$ cat config.mk
export PLATFORM = sky130hd
export DESIGN_NAME = uart_tx_framer
export DESIGN_NICKNAME = d
export VERILOG_FILES = /design/src/rtl/uart_pkg.sv /design/src/rtl/uart_tx_framer.sv
export SDC_FILE = /design/constraint.sdc
export NUM_CORES = 1
export LEC_CHECK = 0
export CORE_ASPECT_RATIO = 1.25
export CORE_MARGIN = 8
export CORE_UTILIZATION = 47
export DETAILED_ROUTE_END_ITERATION = 8
export GPL_TIMING_DRIVEN = 0
export PLACE_DENSITY = 0.71
export SLEW_MARGIN = 30
export SYNTH_ARGS = -nofsm -noshare
export SYNTH_HDL_FRONTEND = slang
export SYNTH_SLANG_ARGS = --single-unit
$ cat constraint.sdc
create_clock -name clk -period 1.85 [get_ports clk]
set_input_delay 0.37 -clock clk [delete_from_list [all_inputs] [get_ports clk]]
set_output_delay 0.37 -clock clk [all_outputs]
set_load 0.005 [all_outputs]
$ cat src/rtl/uart_pkg.sv
// uart_pkg -- shared definitions for the UART transmit framer and the
// matching receive deframer.
//   tx_state_t          : framer FSM state encoding
//   parity_mode_t       : runtime parity selection (code 3 behaves as NONE)
//   UART_DATA_BITS_MIN/MAX : legal range of data bits per frame
package uart_pkg;

  localparam int UART_DATA_BITS_MIN = 5;
  localparam int UART_DATA_BITS_MAX = 9;

  typedef enum bit [2:0] {
    ST_IDLE   = 3'd0,
    ST_START  = 3'd1,
    ST_DATA   = 3'd2,
    ST_PARITY = 3'd3,
    ST_STOP   = 3'd4,
    ST_BREAK  = 3'd5
  } tx_state_t;

  typedef enum bit [1:0] {
    PAR_NONE = 2'd0,
    PAR_EVEN = 2'd1,
    PAR_ODD  = 2'd2
  } parity_mode_t;

endpackage

$ cat src/rtl/uart_tx_framer.sv
// uart_tx_framer -- UART transmit framer between the TX FIFO and the pin.
// Pops a byte from the FIFO and sends start / DATA_BITS data / optional
// parity / one or two stop bits on tx_o, advancing one bit per baud_en_i
// tick. Also generates line breaks on request.
// Ports:
//   clk, rst        : clock and synchronous active-high reset
//   baud_en_i       : one-cycle bit-period tick (>= 4 clk apart)
//   fifo_empty_i    : FIFO empty flag
//   fifo_rd_data_i  : FIFO read data, valid one cycle after fifo_rd_en_o
//   fifo_rd_en_o    : one-cycle FIFO pop strobe
//   cfg_parity_i    : 0 none, 1 even, 2 odd, 3 none
//   cfg_stop2_i     : 1 selects two stop bits
//   break_i         : hold the line low at the next frame boundary
//   tx_o            : registered serial output, idle high
//   busy_o          : high whenever the FSM is not idle
//   frame_done_o    : one-cycle pulse at the end of a data frame's last stop bit
module uart_tx_framer
  import uart_pkg::*;
#(
  parameter int DATA_BITS = 8,
  parameter bit LSB_FIRST = 1'b1
) (
  input  logic                 clk,
  input  logic                 rst,
  input  logic                 baud_en_i,
  input  logic                 fifo_empty_i,
  input  logic [DATA_BITS-1:0] fifo_rd_data_i,
  output logic                 fifo_rd_en_o,
  input  logic [1:0]           cfg_parity_i,
  input  logic                 cfg_stop2_i,
  input  logic                 break_i,
  output logic                 tx_o,
  output logic                 busy_o,
  output logic                 frame_done_o
);

  localparam int CNT_W = $clog2(DATA_BITS);
  localparam logic [CNT_W-1:0] LAST_BIT = CNT_W'(DATA_BITS - 1);

  generate
    if ((DATA_BITS < UART_DATA_BITS_MIN) || (DATA_BITS > UART_DATA_BITS_MAX)) begin : g_bad_width
      $error("uart_tx_framer: DATA_BITS must be within 5..9");
    end
  endgenerate

  tx_state_t            state_q, state_d;
  logic [DATA_BITS-1:0] shift_q, shift_d;
  logic [CNT_W-1:0]     bit_cnt_q, bit_cnt_d;
  logic                 stop_cnt_q, stop_cnt_d;
  logic                 par_bit_q, par_bit_d;
  logic                 par_en_q, par_en_d;
  logic                 stop2_q, stop2_d;
  logic                 brk_stop_q, brk_stop_d;   // current STOP follows a break
  logic                 rd_en_q, rd_en_d;
  logic                 cap_q, cap_d;             // FIFO data valid this cycle
  logic                 tx_q, tx_d;
  logic                 done_q, done_d;
  logic                 stop_last;

  always_comb begin
    state_d    = state_q;
    shift_d    = shift_q;
    bit_cnt_d  = bit_cnt_q;
    stop_cnt_d = stop_cnt_q;
    par_bit_d  = par_bit_q;
    par_en_d   = par_en_q;
    stop2_d    = stop2_q;
    brk_stop_d = brk_stop_q;
    rd_en_d    = 1'b0;
    cap_d      = rd_en_q;
    done_d     = 1'b0;
    // A stop period after a break is always a single bit.
    stop_last  = brk_stop_q | (stop_cnt_q == stop2_q);

    case (state_q)
      ST_IDLE: begin
        if (baud_en_i) begin
          if (break_i) begin
            state_d = ST_BREAK;
          end else if (!fifo_empty_i) begin
            state_d = ST_START;
            rd_en_d = 1'b1;
          end
        end
      end

      ST_START: begin
        // Data and frame config are frozen together so later config
        // changes cannot corrupt a frame already on the wire.
        if (cap_q) begin
          shift_d   = fifo_rd_data_i;
          par_en_d  = (cfg_parity_i == PAR_EVEN) || (cfg_parity_i == PAR_ODD);
          par_bit_d = (^fifo_rd_data_i) ^ (cfg_parity_i == PAR_ODD);
          stop2_d   = cfg_stop2_i;
        end
        if (baud_en_i) begin
          state_d   = ST_DATA;
          bit_cnt_d = '0;
        end
      end

      ST_DATA: begin
        if (baud_en_i) begin
          if (LSB_FIRST) begin
            shift_d = {1'b0, shift_q[DATA_BITS-1:1]};
          end else begin
            shift_d = {shift_q[DATA_BITS-2:0], 1'b0};
          end
          if (bit_cnt_q == LAST_BIT) begin
            state_d    = par_en_q ? ST_PARITY : ST_STOP;
            stop_cnt_d = 1'b0;
            brk_stop_d = 1'b0;
          end else begin
            bit_cnt_d = bit_cnt_q + CNT_W'(1);
          end
        end
      end

      ST_PARITY: begin
        if (baud_en_i) begin
          state_d    = ST_STOP;
          stop_cnt_d = 1'b0;
          brk_stop_d = 1'b0;
        end
      end

      ST_STOP: begin
        if (baud_en_i) begin
          if (!stop_last) begin
            stop_cnt_d = 1'b1;
          end else begin
            done_d     = ~brk_stop_q;
            brk_stop_d = 1'b0;
            if (break_i) begin
              state_d = ST_BREAK;
            end else if (!fifo_empty_i) begin
              state_d = ST_START;
              rd_en_d = 1'b1;
            end else begin
              state_d = ST_IDLE;
            end
          end
        end
      end

      ST_BREAK: begin
        if (baud_en_i && !break_i) begin
          state_d    = ST_STOP;
          stop_cnt_d = 1'b0;
          brk_stop_d = 1'b1;
        end
      end

      default: state_d = ST_IDLE;
    endcase

    // Line value is decoded from the next state so tx_o moves on the same
    // edge as the state register.
    case (state_d)
      ST_START:  tx_d = 1'b0;
      ST_DATA:   tx_d = LSB_FIRST ? shift_d[0] : shift_d[DATA_BITS-1];
      ST_PARITY: tx_d = par_bit_d;
      ST_BREAK:  tx_d = 1'b0;
      default:   tx_d = 1'b1;
    endcase
  end

  always_ff @(posedge clk) begin
    if (rst) begin
      state_q    <= ST_IDLE;
      shift_q    <= '0;
      bit_cnt_q  <= '0;
      stop_cnt_q <= 1'b0;
      par_bit_q  <= 1'b0;
      par_en_q   <= 1'b0;
      stop2_q    <= 1'b0;
      brk_stop_q <= 1'b0;
      rd_en_q    <= 1'b0;
      cap_q      <= 1'b0;
      tx_q       <= 1'b1;
      done_q     <= 1'b0;
    end else begin
      state_q    <= state_d;
      shift_q    <= shift_d;
      bit_cnt_q  <= bit_cnt_d;
      stop_cnt_q <= stop_cnt_d;
      par_bit_q  <= par_bit_d;
      par_en_q   <= par_en_d;
      stop2_q    <= stop2_d;
      brk_stop_q <= brk_stop_d;
      rd_en_q    <= rd_en_d;
      cap_q      <= cap_d;
      tx_q       <= tx_d;
      done_q     <= done_d;
    end
  end

  assign tx_o         = tx_q;
  assign fifo_rd_en_o = rd_en_q;
  assign busy_o       = (state_q != ST_IDLE);
  assign frame_done_o = done_q;

endmodule

==> reports/summary.txt <==
Largest family of logic cells by synthesized area: simple AND/OR/NAND/NOR gates
Buffers on Ports: 19
Async S/R FF share, synth: 0%
Root Driver: clkbuf_4
Post-synth top cells: dfxtp_1 (23), nor2_1 (17), a21oi_1 (10), nand2_1 (10), a22oi_1 (9)
GRT Total Usage: 13.4%
Final setup vio count: 1
Worst skew pair latency: 300 ps
Reg2reg setup slack: -70 ps
Xor/xnor cell area share of the yosys netlist: 6.64%
Area delta synth->final: 27.3%
Switching Share: 25.0%
Antenna-violating nets left: 0
Flop pwr share: 55.3%
Initial Util: 49.7%
FF+latch count, synth: 23
Unrepaired setup endpoints after global routing: true
Count leader, synth: dfxtp_1
Vias in the first global route: 1048
WL final: 2800 um
Simple-Gate Fraction of Synth Area: 23.3%
Tot Pwr: 933 uW
Crit Path Category: reg2reg
Crit path launch type: flip-flop
Clock Skew: 4.78 ps
Mapped cell area: 1210 sq um
Layout cells sized above 1: 15.9%
Die Wd: 61.3 um
Compound-Gate Fraction of Synth Area: 19.5%
Max Fanout on Critical Path: 5
Worst EP required: 2060 ps
CTS tree: built
Total number of vias: 1075
Sequential area share after synthesis: 38.2%
Cells after synthesis: 138
Register clock-pin slew on the reported worst setup and hold paths: 120 ps
Final nets: 185
Most common flop cell mapped by yosys: dfxtp_1
Reg2reg end: tx_o
Worst reg2reg startpoint: bit_cnt_q[0]
R2r worst-path depth: 7
DP Worst Slack: -615 ps
Failing checks: setup timing
VDD IR max: 0.403 mV
Placed cells: 190
Hold crit path type: in2reg
Final WS setup: -68.7 ps
Worst hold start: cfg_parity_i[1]
CP endpoint kind: flip-flop
Power density cells: 608 nW/um^2
Clk pwr share: 23.9%
Post-Synth Adder-Cell Area: 4.15%
Switching pwr: 233 uW
Die Y: 72.6 um
Area contributors post-synth: dfxtp_1 (38%), a22oi_1 (5.6%), nor2_1 (5.3%)
Final min period: 1920 ps
H-tree depth: 1
Initial antenna violation count: 0
Yosys top cell by area: dfxtp_1
Worst slew pin tran: 549 ps
Fin crit share: 104%
Gr ovfl total: 0
Placement row count: 20
Vias per std cell: 5.46
Outcome: finished, violations left
Post-route DRC: 0
First-pass GRT wire length: 4650 um
Yosys warns: 0
GP Congestion: 0.811
Pins Over Slew Limit: 0
Pleak: 0.593 nW
Post-Syn Nets: 158
Post-synthesis mux area share: 2.49%
Max-cap violations: 0
Worst hold path stage count: 3
DRT Pass-1 Iters: 4
Design Area, Final: 1540 sq um
Arr. time, crit path: 2130 ps
Hold EP: par_en_q
Setup TNS: -68.7 ps
Post-DP HPWL: 2070 um
Area of the die: 4450 sq um
Int Power: 700 uW
Post-DR wirelength/cell: 14.2 um
Drt initial violations: 31
Clock sink total: 23
Post-Syn Area per Cell: 8.74 sq um
CTS Buf Count: 3
Pin count of the biggest net entering global routing: 13
Slew margin rel.: 62.8%
# IOs: 20
Post-synth EDFFs: 0
Fmax: 521 MHz
Deepest clock path buffer count: 2
Library cells used by synthesis: 38
Finished Layout Cells: 197
CORE AREA: 2430 sq um
N_diodes: 0
Count of final hold-check violations: 0
Dpl cell area: 1450 sq um
Combinational power share: 20.9%
Share of the synthesized area in the top cell type: 38.2%
# hold bufs at CTS: 0
layer usage:
metal / part of all wire, % / GRT usage, % / wire [um]
met3: 4.3 / 3.17 / 121
met1: 44 / 15.1 / 1230
met4: 1.0 / 4.94 / 28
met2: 51 / 23.3 / 1420
met5: 0 / 0 / 0
logic make-up after synthesis:
group | after synthesis
muxes | 3
buffers and inverters | 15
adders and majority gates | 4
and+or+nand+nor | 53
DFF | 23
AOI/OAI and AO/OA | 34
xor gates and xnor gates | 6
state kept, by name (all words and copies together) (netlist names):
name,count
brk_stop_q,1
stop_cnt_q,1
state_q,3
fifo_rd_en_o,1
stop2_q,1
par_en_q,1
cap_q,1
shift_q,8
par_bit_q,1
bit_cnt_q,3
frame_done_o,1
tx_o,1
critical path, stage by stage (launching register included):
cell and delay [ps]:
dfxtp_2 360, ha_4 160, ha_4 160, nor2b_1 130, o211a_1 200, or4_4 430, nand3b_1 180, a31o_1 210
cells in the final DEF, fill, tap and decap left out, types with 4 or more instances in the layout:
cell type	netlist	final
dfxtp_1	23	18
nor2_1	17	16
nand2_1	10	10
a21oi_1	10	10
clkdlybuf4s50_1	0	10
a22oi_1	9	9
dlygate4sd2_1	0	7
nor2b_1	6	6
inv_1	6	5
nand2b_1	5	5
dfxtp_2	0	5
clkbuf_1	6	4
worst max path at each step:
stage            startpoint  endpoint  slack [ps]  cells past startpoint
6_report       bit_cnt_q[0]      tx_o         -70                      7
5_1_grt        bit_cnt_q[0]      tx_o        -140                      7
4_1_cts        bit_cnt_q[0]      tx_o         -80                      7
3_5_place_dp      baud_en_i      tx_o        -610                      6
3_3_place_gp      baud_en_i      tx_o        -630                      6
2_1_floorplan    state_q[2]      tx_o           7                      7
stage by stage:
stage                     hold WS (ps)  util, %
after floorplan                    437        -
after global placement             447     59.8
after detailed placement           453     59.8
after CTS                          381     62.7
after global routing               369     63.2
final                              389     63.2
power by group through the flow:
stage | clock, mW | combinational (mW) | sequential, mW
2_1_floorplan | 0 | 0.111 | 0.523
3_3_place_gp | 0 | 0.185 | 0.524
3_5_place_dp | 0 | 0.187 | 0.524
4_1_cts | 0.234 | 0.192 | 0.514
5_1_grt | 0.254 | 0.214 | 0.517
6_report | 0.223 | 0.195 | 0.515
final cells by class:
class                   count  area [sq um]
fillers                   233           892
well taps                  33          41.3
inverters                   6          22.5
multi-input cells         100           716
plain buffers               9          68.8
repair buffers             22           194
clock buffers               4          26.3
flip-flops and latches     23           467
timing repair:
action / 4_1_cts / 5_1_grt
setup buffers: 3 / 0
resized for setup: 23 / 9
endpoints found under the setup margin: 4 / 13
pin swaps: 8 / 0
(Power assumes the default switching activity.)
